`src/rtl/uart_fifo.sv`:
```
// -----------------------------------------------------------------------------
// uart_fifo
//   Full-duplex serial port (start + DATA_BITS + [parity] + stop, LSB first)
//   with independent RX and TX FIFOs between the pins and the CPU bus strobes.
//
//   Optional build macro: UART_PARITY_EN
//     Inserts a parity bit after the data bits on TX and checks it on RX.
//     Adds parameter PARITY_ODD (0 = even) and the sticky output parity_err.
//
// Ports
//   full_clk        sole clock
//   rst_n           asynchronous active-low reset (release is synchronised)
//   uart_rx         serial input, asynchronous, idle high
//   uart_tx         serial output, registered, idle high
//   send_in         word to transmit
//   set_send        push send_in into the TX FIFO (one push per cycle high)
//   tx_full         TX FIFO full; a push without a same-cycle pop is dropped
//   tx_busy         TX FSM not idle or TX FIFO non-empty
//   recv_out        RX FIFO head (first-word fall-through), 0 when empty
//   get_recv        RX FIFO non-empty
//   set_recv_clear  pop the RX FIFO head (ignored when empty)
//   rx_overrun      sticky: received word dropped because RX FIFO was full
//   frame_err       sticky: stop bit sampled low
//   parity_err      sticky: parity mismatch (UART_PARITY_EN builds only)
//   err_clear       clears the sticky error flags; a same-cycle set wins
// -----------------------------------------------------------------------------
module uart_fifo #(
   parameter int CLKS_PER_BIT = 8,
   parameter int DATA_BITS    = 8,
   parameter int RX_DEPTH     = 4,
   parameter int TX_DEPTH     = 4
`ifdef UART_PARITY_EN
   ,
   parameter int PARITY_ODD   = 0
`endif
) (
   input  logic                 full_clk,
   input  logic                 rst_n,
   input  logic                 uart_rx,
   output logic                 uart_tx,
   input  logic [DATA_BITS-1:0] send_in,
   input  logic                 set_send,
   output logic                 tx_full,
   output logic                 tx_busy,
   output logic [DATA_BITS-1:0] recv_out,
   output logic                 get_recv,
   input  logic                 set_recv_clear,
   output logic                 rx_overrun,
   output logic                 frame_err,
`ifdef UART_PARITY_EN
   output logic                 parity_err,
`endif
   input  logic                 err_clear
);

   localparam int CW  = $clog2(CLKS_PER_BIT);
   localparam int BW  = $clog2(DATA_BITS);
   localparam int RAW = $clog2(RX_DEPTH);
   localparam int TAW = $clog2(TX_DEPTH);

   localparam logic [CW-1:0] CNT_LAST = CW'(CLKS_PER_BIT - 1);
   localparam logic [CW-1:0] CNT_HALF = CW'(CLKS_PER_BIT / 2 - 1);
   localparam logic [BW-1:0] BIT_LAST = BW'(DATA_BITS - 1);

`ifdef UART_PARITY_EN
   // Parity bit that makes the frame match the configured sense.
   function automatic logic parity_bit(input logic [DATA_BITS-1:0] d);
      parity_bit = (^d) ^ (PARITY_ODD != 0);
   endfunction
`endif

   // ---------------------------------------------------------------------------
   // Reset: asserts asynchronously, releases on a clock edge
   // ---------------------------------------------------------------------------
   logic rst_meta_n;
   logic rst_sync_n;

   always_ff @(posedge full_clk or negedge rst_n) begin
      if (!rst_n) begin
         rst_meta_n <= 1'b0;
         rst_sync_n <= 1'b0;
      end else begin
         rst_meta_n <= 1'b1;
         rst_sync_n <= rst_meta_n;
      end
   end

   // ---------------------------------------------------------------------------
   // RX input synchroniser and falling-edge detect
   // ---------------------------------------------------------------------------
   logic rx_meta;
   logic rx_sync;
   logic rx_prev;
   logic rx_fall;

   always_ff @(posedge full_clk or negedge rst_sync_n) begin
      if (!rst_sync_n) begin
         rx_meta <= 1'b1;
         rx_sync <= 1'b1;
         rx_prev <= 1'b1;
      end else begin
         rx_meta <= uart_rx;
         rx_sync <= rx_meta;
         rx_prev <= rx_sync;
      end
   end

   assign rx_fall = rx_prev & ~rx_sync;

   // ---------------------------------------------------------------------------
   // RX FSM
   // ---------------------------------------------------------------------------
   typedef enum logic [2:0] {
      RX_IDLE,
      RX_START,
      RX_DATA,
      RX_PARITY,
      RX_STOP,
      RX_WAIT
   } rx_state_t;

   rx_state_t            rx_state;
   rx_state_t            rx_state_nxt;
   logic [CW-1:0]        rx_cnt;
   logic [BW-1:0]        rx_bit;
   logic [DATA_BITS-1:0] rx_shift;
   logic                 rx_cnt_clr;
   logic                 rx_shift_en;
   logic                 rx_push;
   logic                 rx_frame_set;
   logic                 rx_par_set;

   always_ff @(posedge full_clk or negedge rst_sync_n) begin
      if (!rst_sync_n) begin
         rx_state <= RX_IDLE;
         rx_cnt   <= '0;
         rx_bit   <= '0;
      end else begin
         rx_state <= rx_state_nxt;
         rx_cnt   <= rx_cnt_clr ? '0 : rx_cnt + 1'b1;
         if (rx_state == RX_START)
            rx_bit <= '0;
         else if (rx_shift_en)
            rx_bit <= rx_bit + 1'b1;
      end
   end

   // Received data is a pure datapath register and needs no reset.
   always_ff @(posedge full_clk) begin
      if (rx_shift_en)
         rx_shift <= {rx_sync, rx_shift[DATA_BITS-1:1]};
   end

   always_comb begin
      rx_state_nxt = rx_state;
      rx_cnt_clr   = 1'b0;
      rx_shift_en  = 1'b0;
      rx_push      = 1'b0;
      rx_frame_set = 1'b0;
      rx_par_set   = 1'b0;
      case (rx_state)
         RX_IDLE: begin
            if (rx_fall) begin
               rx_state_nxt = RX_START;
               rx_cnt_clr   = 1'b1;
            end
         end
         RX_START: begin
            // Re-check the line half a bit in; a short low pulse is a glitch.
            if (rx_cnt == CNT_HALF) begin
               rx_cnt_clr   = 1'b1;
               rx_state_nxt = rx_sync ? RX_IDLE : RX_DATA;
            end
         end
         RX_DATA: begin
            if (rx_cnt == CNT_LAST) begin
               rx_cnt_clr  = 1'b1;
               rx_shift_en = 1'b1;
               if (rx_bit == BIT_LAST) begin
`ifdef UART_PARITY_EN
                  rx_state_nxt = RX_PARITY;
`else
                  rx_state_nxt = RX_STOP;
`endif
               end
            end
         end
`ifdef UART_PARITY_EN
         RX_PARITY: begin
            if (rx_cnt == CNT_LAST) begin
               rx_cnt_clr   = 1'b1;
               rx_par_set   = (rx_sync != parity_bit(rx_shift));
               rx_state_nxt = RX_STOP;
            end
         end
`endif
         RX_STOP: begin
            // Leave at mid stop bit so the following start edge is not missed.
            if (rx_cnt == CNT_LAST) begin
               rx_cnt_clr = 1'b1;
               if (rx_sync) begin
                  rx_push      = 1'b1;
                  rx_state_nxt = RX_IDLE;
               end else begin
                  rx_frame_set = 1'b1;
                  rx_state_nxt = RX_WAIT;
               end
            end
         end
         RX_WAIT: begin
            // After a framing error, hold off until the line returns high.
            if (rx_sync)
               rx_state_nxt = RX_IDLE;
         end
         default: rx_state_nxt = RX_IDLE;
      endcase
   end

   // ---------------------------------------------------------------------------
   // RX FIFO (first-word fall-through)
   // ---------------------------------------------------------------------------
   logic [DATA_BITS-1:0] rx_mem [RX_DEPTH];
   logic [RAW:0]         rx_wr;
   logic [RAW:0]         rx_rd;
   logic                 rx_empty;
   logic                 rx_full;
   logic                 rx_pop;
   logic                 rx_wr_en;
   logic                 rx_ovr_set;

   assign rx_empty   = (rx_wr == rx_rd);
   assign rx_full    = (rx_wr[RAW] != rx_rd[RAW]) && (rx_wr[RAW-1:0] == rx_rd[RAW-1:0]);
   assign rx_pop     = set_recv_clear && !rx_empty;
   // A pop in the same cycle frees the slot being written.
   assign rx_wr_en   = rx_push && (!rx_full || rx_pop);
   assign rx_ovr_set = rx_push && rx_full && !rx_pop;

   always_ff @(posedge full_clk or negedge rst_sync_n) begin
      if (!rst_sync_n) begin
         rx_wr <= '0;
         rx_rd <= '0;
      end else begin
         if (rx_wr_en)
            rx_wr <= rx_wr + 1'b1;
         if (rx_pop)
            rx_rd <= rx_rd + 1'b1;
      end
   end

   always_ff @(posedge full_clk) begin
      if (rx_wr_en)
         rx_mem[rx_wr[RAW-1:0]] <= rx_shift;
   end

   assign get_recv = !rx_empty;
   assign recv_out = rx_empty ? '0 : rx_mem[rx_rd[RAW-1:0]];

   // ---------------------------------------------------------------------------
   // Sticky error flags
   // ---------------------------------------------------------------------------
   always_ff @(posedge full_clk or negedge rst_sync_n) begin
      if (!rst_sync_n) begin
         rx_overrun <= 1'b0;
         frame_err  <= 1'b0;
      end else begin
         if (rx_ovr_set)
            rx_overrun <= 1'b1;
         else if (err_clear)
            rx_overrun <= 1'b0;
         if (rx_frame_set)
            frame_err <= 1'b1;
         else if (err_clear)
            frame_err <= 1'b0;
      end
   end

`ifdef UART_PARITY_EN
   always_ff @(posedge full_clk or negedge rst_sync_n) begin
      if (!rst_sync_n)
         parity_err <= 1'b0;
      else if (rx_par_set)
         parity_err <= 1'b1;
      else if (err_clear)
         parity_err <= 1'b0;
   end
`endif

   // ---------------------------------------------------------------------------
   // TX FIFO
   // ---------------------------------------------------------------------------
   logic [DATA_BITS-1:0] tx_mem [TX_DEPTH];
   logic [TAW:0]         tx_wr;
   logic [TAW:0]         tx_rd;
   logic                 tx_empty;
   logic                 tx_pop;
   logic                 tx_wr_en;
   logic [DATA_BITS-1:0] tx_head;

   assign tx_empty = (tx_wr == tx_rd);
   assign tx_full  = (tx_wr[TAW] != tx_rd[TAW]) && (tx_wr[TAW-1:0] == tx_rd[TAW-1:0]);
   assign tx_wr_en = set_send && (!tx_full || tx_pop);
   assign tx_head  = tx_mem[tx_rd[TAW-1:0]];

   always_ff @(posedge full_clk or negedge rst_sync_n) begin
      if (!rst_sync_n) begin
         tx_wr <= '0;
         tx_rd <= '0;
      end else begin
         if (tx_wr_en)
            tx_wr <= tx_wr + 1'b1;
         if (tx_pop)
            tx_rd <= tx_rd + 1'b1;
      end
   end

   always_ff @(posedge full_clk) begin
      if (tx_wr_en)
         tx_mem[tx_wr[TAW-1:0]] <= send_in;
   end

   // ---------------------------------------------------------------------------
   // TX FSM
   // ---------------------------------------------------------------------------
   typedef enum logic [2:0] {
      TX_IDLE,
      TX_START,
      TX_DATA,
      TX_PARITY,
      TX_STOP
   } tx_state_t;

   tx_state_t            tx_state;
   tx_state_t            tx_state_nxt;
   logic [CW-1:0]        tx_cnt;
   logic [BW-1:0]        tx_bit;
   logic [DATA_BITS-1:0] tx_shift;
   logic                 tx_cnt_clr;
   logic                 tx_load;
   logic                 tx_shift_en;
   logic                 tx_line_nxt;
`ifdef UART_PARITY_EN
   logic                 tx_par;
`endif

   always_ff @(posedge full_clk or negedge rst_sync_n) begin
      if (!rst_sync_n) begin
         tx_state <= TX_IDLE;
         tx_cnt   <= '0;
         tx_bit   <= '0;
         uart_tx  <= 1'b1;
      end else begin
         tx_state <= tx_state_nxt;
         tx_cnt   <= tx_cnt_clr ? '0 : tx_cnt + 1'b1;
         if (tx_load)
            tx_bit <= '0;
         else if (tx_shift_en)
            tx_bit <= tx_bit + 1'b1;
         uart_tx  <= tx_line_nxt;
      end
   end

   always_ff @(posedge full_clk) begin
      if (tx_load)
         tx_shift <= tx_head;
      else if (tx_shift_en)
         tx_shift <= tx_shift >> 1;
   end

`ifdef UART_PARITY_EN
   always_ff @(posedge full_clk) begin
      if (tx_load)
         tx_par <= parity_bit(tx_head);
   end
`endif

   // uart_tx is the registered copy of tx_line_nxt, so the pin never glitches.
   always_comb begin
      tx_state_nxt = tx_state;
      tx_cnt_clr   = 1'b0;
      tx_pop       = 1'b0;
      tx_load      = 1'b0;
      tx_shift_en  = 1'b0;
      tx_line_nxt  = uart_tx;
      case (tx_state)
         TX_IDLE: begin
            tx_line_nxt = 1'b1;
            if (!tx_empty) begin
               tx_state_nxt = TX_START;
               tx_pop       = 1'b1;
               tx_load      = 1'b1;
               tx_cnt_clr   = 1'b1;
               tx_line_nxt  = 1'b0;
            end
         end
         TX_START: begin
            if (tx_cnt == CNT_LAST) begin
               tx_state_nxt = TX_DATA;
               tx_cnt_clr   = 1'b1;
               tx_line_nxt  = tx_shift[0];
            end
         end
         TX_DATA: begin
            if (tx_cnt == CNT_LAST) begin
               tx_cnt_clr = 1'b1;
               if (tx_bit == BIT_LAST) begin
`ifdef UART_PARITY_EN
                  tx_state_nxt = TX_PARITY;
                  tx_line_nxt  = tx_par;
`else
                  tx_state_nxt = TX_STOP;
                  tx_line_nxt  = 1'b1;
`endif
               end else begin
                  tx_shift_en = 1'b1;
                  tx_line_nxt = tx_shift[1];
               end
            end
         end
`ifdef UART_PARITY_EN
         TX_PARITY: begin
            if (tx_cnt == CNT_LAST) begin
               tx_state_nxt = TX_STOP;
               tx_cnt_clr   = 1'b1;
               tx_line_nxt  = 1'b1;
            end
         end
`endif
         TX_STOP: begin
            // Chain straight into the next start bit when more data is queued.
            if (tx_cnt == CNT_LAST) begin
               tx_cnt_clr = 1'b1;
               if (!tx_empty) begin
                  tx_state_nxt = TX_START;
                  tx_pop       = 1'b1;
                  tx_load      = 1'b1;
                  tx_line_nxt  = 1'b0;
               end else begin
                  tx_state_nxt = TX_IDLE;
                  tx_line_nxt  = 1'b1;
               end
            end
         end
         default: begin
            tx_state_nxt = TX_IDLE;
            tx_line_nxt  = 1'b1;
         end
      endcase
   end

   assign tx_busy = (tx_state != TX_IDLE) || !tx_empty;

endmodule

```
`config.mk`:
```
export PLATFORM = sky130hd
export DESIGN_NAME = uart_fifo
export DESIGN_NICKNAME = d
export VERILOG_FILES = /design/src/rtl/uart_fifo.sv
export SDC_FILE = /design/constraint.sdc
export NUM_CORES = 1
export LEC_CHECK = 0
export CAP_MARGIN = 20
export CORE_MARGIN = 5
export CORE_UTILIZATION = 50
export CTS_CLUSTER_DIAMETER = 60
export DETAILED_ROUTE_END_ITERATION = 8
export HOLD_SLACK_MARGIN = 0.06
export MAX_ROUTING_LAYER = met4
export PLACE_DENSITY = 0.69
export SLEW_MARGIN = 20
export SYNTH_ARGS = -nofsm -noshare
export SYNTH_HDL_FRONTEND = slang
export SYNTH_SLANG_ARGS = --single-unit
```
`constraint.sdc`:
```
create_clock -name full_clk -period 3.13 [get_ports full_clk]
set_input_delay 0.626 -clock full_clk [delete_from_list [all_inputs] [get_ports full_clk]]
set_output_delay 0.626 -clock full_clk [all_outputs]
set_load 0.01 [all_outputs]
```
==> impl_metrics.tcl <==
set metrics [dict create \
    worstSetupEndpointType "output pin" \
    cts_tree "done" \
    total_power_uw 5940 \
    critPathKind "reg -> out" \
    wl_per_cell_um 16.1 \
    core.rowCount 36 \
    synthMuxAreaShare_pct 10.4 \
    async_flop_share_pct 32.2 \
    grt_usage_pct 14.7 \
    layout-drive-gt1-share_pct 23.0 \
    synth_xor_area_share_pct 3.81 \
    status "completed" \
    synth_top_area_share_pct 47.2 \
    relSlewSlack_pct 54.5 \
    grt-ovfl-total 0 \
    final_nets 385 \
    antenna_found_initial 0 \
    yosysMostFrequentCell "edfxtp_1" \
    clockRootBuffer "clkbuf_8" \
    fin_setup_tns_ps 0 \
    grt_max_degree 37 \
    syn_nets 344 \
    synth_edf_count 80 \
    yosysUniqueCellTypes 57 \
    synthFlopType "edfxtp_1" \
    drt_iter0_drc 125 \
    worstMarginPinSlew_ps 679 \
    coreArea_mm2 0.00986 \
    synth_fa_ha_area_share_pct 4.67 \
    hold_viol_final 0 \
    ios 28 \
    cts_sinks 118 \
    hold_path.class "in -> async" \
    antenna_left 0 \
    drc 0 \
    fin_util_pct 62.1 \
    worstPathRequired_ps 2500 \
    numCtsBuffers 17 \
    clock_skew_ps 14.1 \
    dp_hpwl_mm 5.19 \
    setup_viol 0 \
    cts.path.max_buffers 2 \
    fin_crit_sh_pct 93.0 \
    yosys.area.top_type "edfxtp_1" \
    peakVddDrop_v 0.000662 \
    synth_top_family_by_area "multiplexers" \
    die_h_um 111 \
    cts_hold_buf 0 \
    insertion_delay_ps 520 \
    syn_avg_cell_area_um2 16.4 \
    htreeDepth 4 \
    place_congestion 0.749 \
    cp-start-kind "register" \
    arrival_ps 2280 \
    p_leak_uw 0.00230 \
    die_area_mm2 0.0123 \
    path_max_fanout 11 \
    synth_seq_cells 118 \
    slew_viol_final 0 \
    vias 2606 \
    initial_utilization_pct 51.6 \
    antennaDiodeCount 0 \
    die_w_um 111 \
    port_buffers 27 \
    grt_pass1_wl_mm 13.8 \
    grt_pass1_vias 2736 \
    rsz0062_at_grt "no" \
    via_per_inst 5.23 \
    min_period_ps 2910 \
    yosys_warnings 0 \
    synth_area_mm2 0.00509 \
    wl_mm 8.01 \
    synth-simple-area-share_pct 8.38 \
    power_density_mw_per_mm2 970 \
    synthTopCellsByCount "edfxtp_1, dfrtp_1, ha_1" \
    yosys-top-cells-area "edfxtp_1, dfrtp_1, mux4_2" \
    path_clk_slew_ps 50 \
    ys_seq_area_share_pct 66.0 \
    synth_compound_area_share_pct 4.64 \
    clock.fmax_mhz 344 \
    synthToLayoutAreaGrowth_pct 20.3 \
    synthCells 311 \
    maxCapViolations 0 \
    r2r_cells 6 \
    firstDrtPassIters 4 \
]
## path summary, 6_finish.rpt
| check | startpoint | to | slack, ps |
|---|---|---|---|
| max | rx_rd[0] | recv_out[3] | 220 |
| min | rst_n | rst_sync_n | 270 |
| max reg2reg | tx_cnt[0] | tx_mem[1][0] | 800 |
| min reg2reg | rst_sync_n | rx_cnt[1] | 290 |
| max in group asynchronous | rst_sync_n | rx_rd[1] | 2480 |
| min in group full_clk | rx_meta | rx_sync | 340 |
## where the power goes
part | leakage (uW) | switching, uW | internal, uW
combinational | 0.000806 | 705 | 892
sequential | 0.00119 | 327 | 2000
clock | 0.000304 | 658 | 1360
## cells in the final DEF, fill, tap and decap left out, types with 4 or more instances in the layout
cell	netlist	layout
dfrtp_1	34	32
nand2_1	12	12
inv_1	10	10
mux2_2	12	12
edfxtp_1	80	80
dfstp_2	4	4
ha_1	19	19
bufinv_16	0	5
nor2b_1	4	4
clkdlybuf4s50_1	0	27
a21oi_1	13	13
and2_1	14	14
mux4_2	16	16
xnor2_1	9	9
nor2_1	14	14
buf_4	1	5
clkbuf_16	0	16
xor2_1	5	5
## stage by stage
| stage | std cells | hold WS, ps | instance area, um2 | setup WS [ps] |
|---|---|---|---|---|
| after global routing | 498 | 250 | 6130 | 108 |
| after floorplan | 311 | 330 | 5090 | 1130 |
| final | 498 | 269 | 6130 | 220 |
| after CTS | 497 | 241 | 6120 | 2.04 |
| after detailed placement | 465 | 310 | 5490 | 431 |
| after global placement | 465 | 300 | 5490 | 552 |
## final cells by class
cell class | instances | area [um2]
sequential | 118 | 3360
clock buffer | 17 | 414
fill | 725 | 3740
clock inverter | 15 | 210
tap | 133 | 166
multi-input combinational | 173 | 1630
timing repair buffer | 32 | 308
inverter | 10 | 37.5
## per-layer routing
layer	part of all wire, %	up-vias	GRT usage [%]	wire [um]
li1	-	1251	-	-
met1	46	1300	18.9	3640
met2	49	42	21.9	3930
met3	3.6	13	4.09	285
met4	1.8	0	6.90	148
met5	0	-	-	0
## critical path: stages (launching register included)
cell and delay, ps:
dfrtp_2 570, mux4_2 540, and2_1 180, clkdlybuf4s50_1 480
## repair_timing
item | 4_1_cts | 5_1_grt
setup endpoints to repair | 8 | 8
buffers inserted | 0 | 1
gates resized for setup | 1 | 1
pin swaps | 0 | 1
## registers in the layout, summed over array words and instances (netlist names), 3 cells and up
signal / cells
tx_rd: 3
rx_mem: 32
rx_cnt: 3
rx_state: 3
rx_wr: 3
rx_rd: 3
tx_wr: 3
tx_state: 3
tx_cnt: 3
tx_shift: 8
rx_shift: 8
tx_bit: 3
rx_bit: 3
tx_mem: 32
## cells by family (layout without fill, tap and decap cells)
group	after synthesis	in the layout
xor gates and xnor gates	17	17
adders and majority gates	19	19
AOI/OAI and AO/OA	34	34
and+or+nand+nor	71	71
DFF	118	118
buffers and inverters	20	74
other	1	1
muxes	31	31
Power figures use the tool's default switching activity.
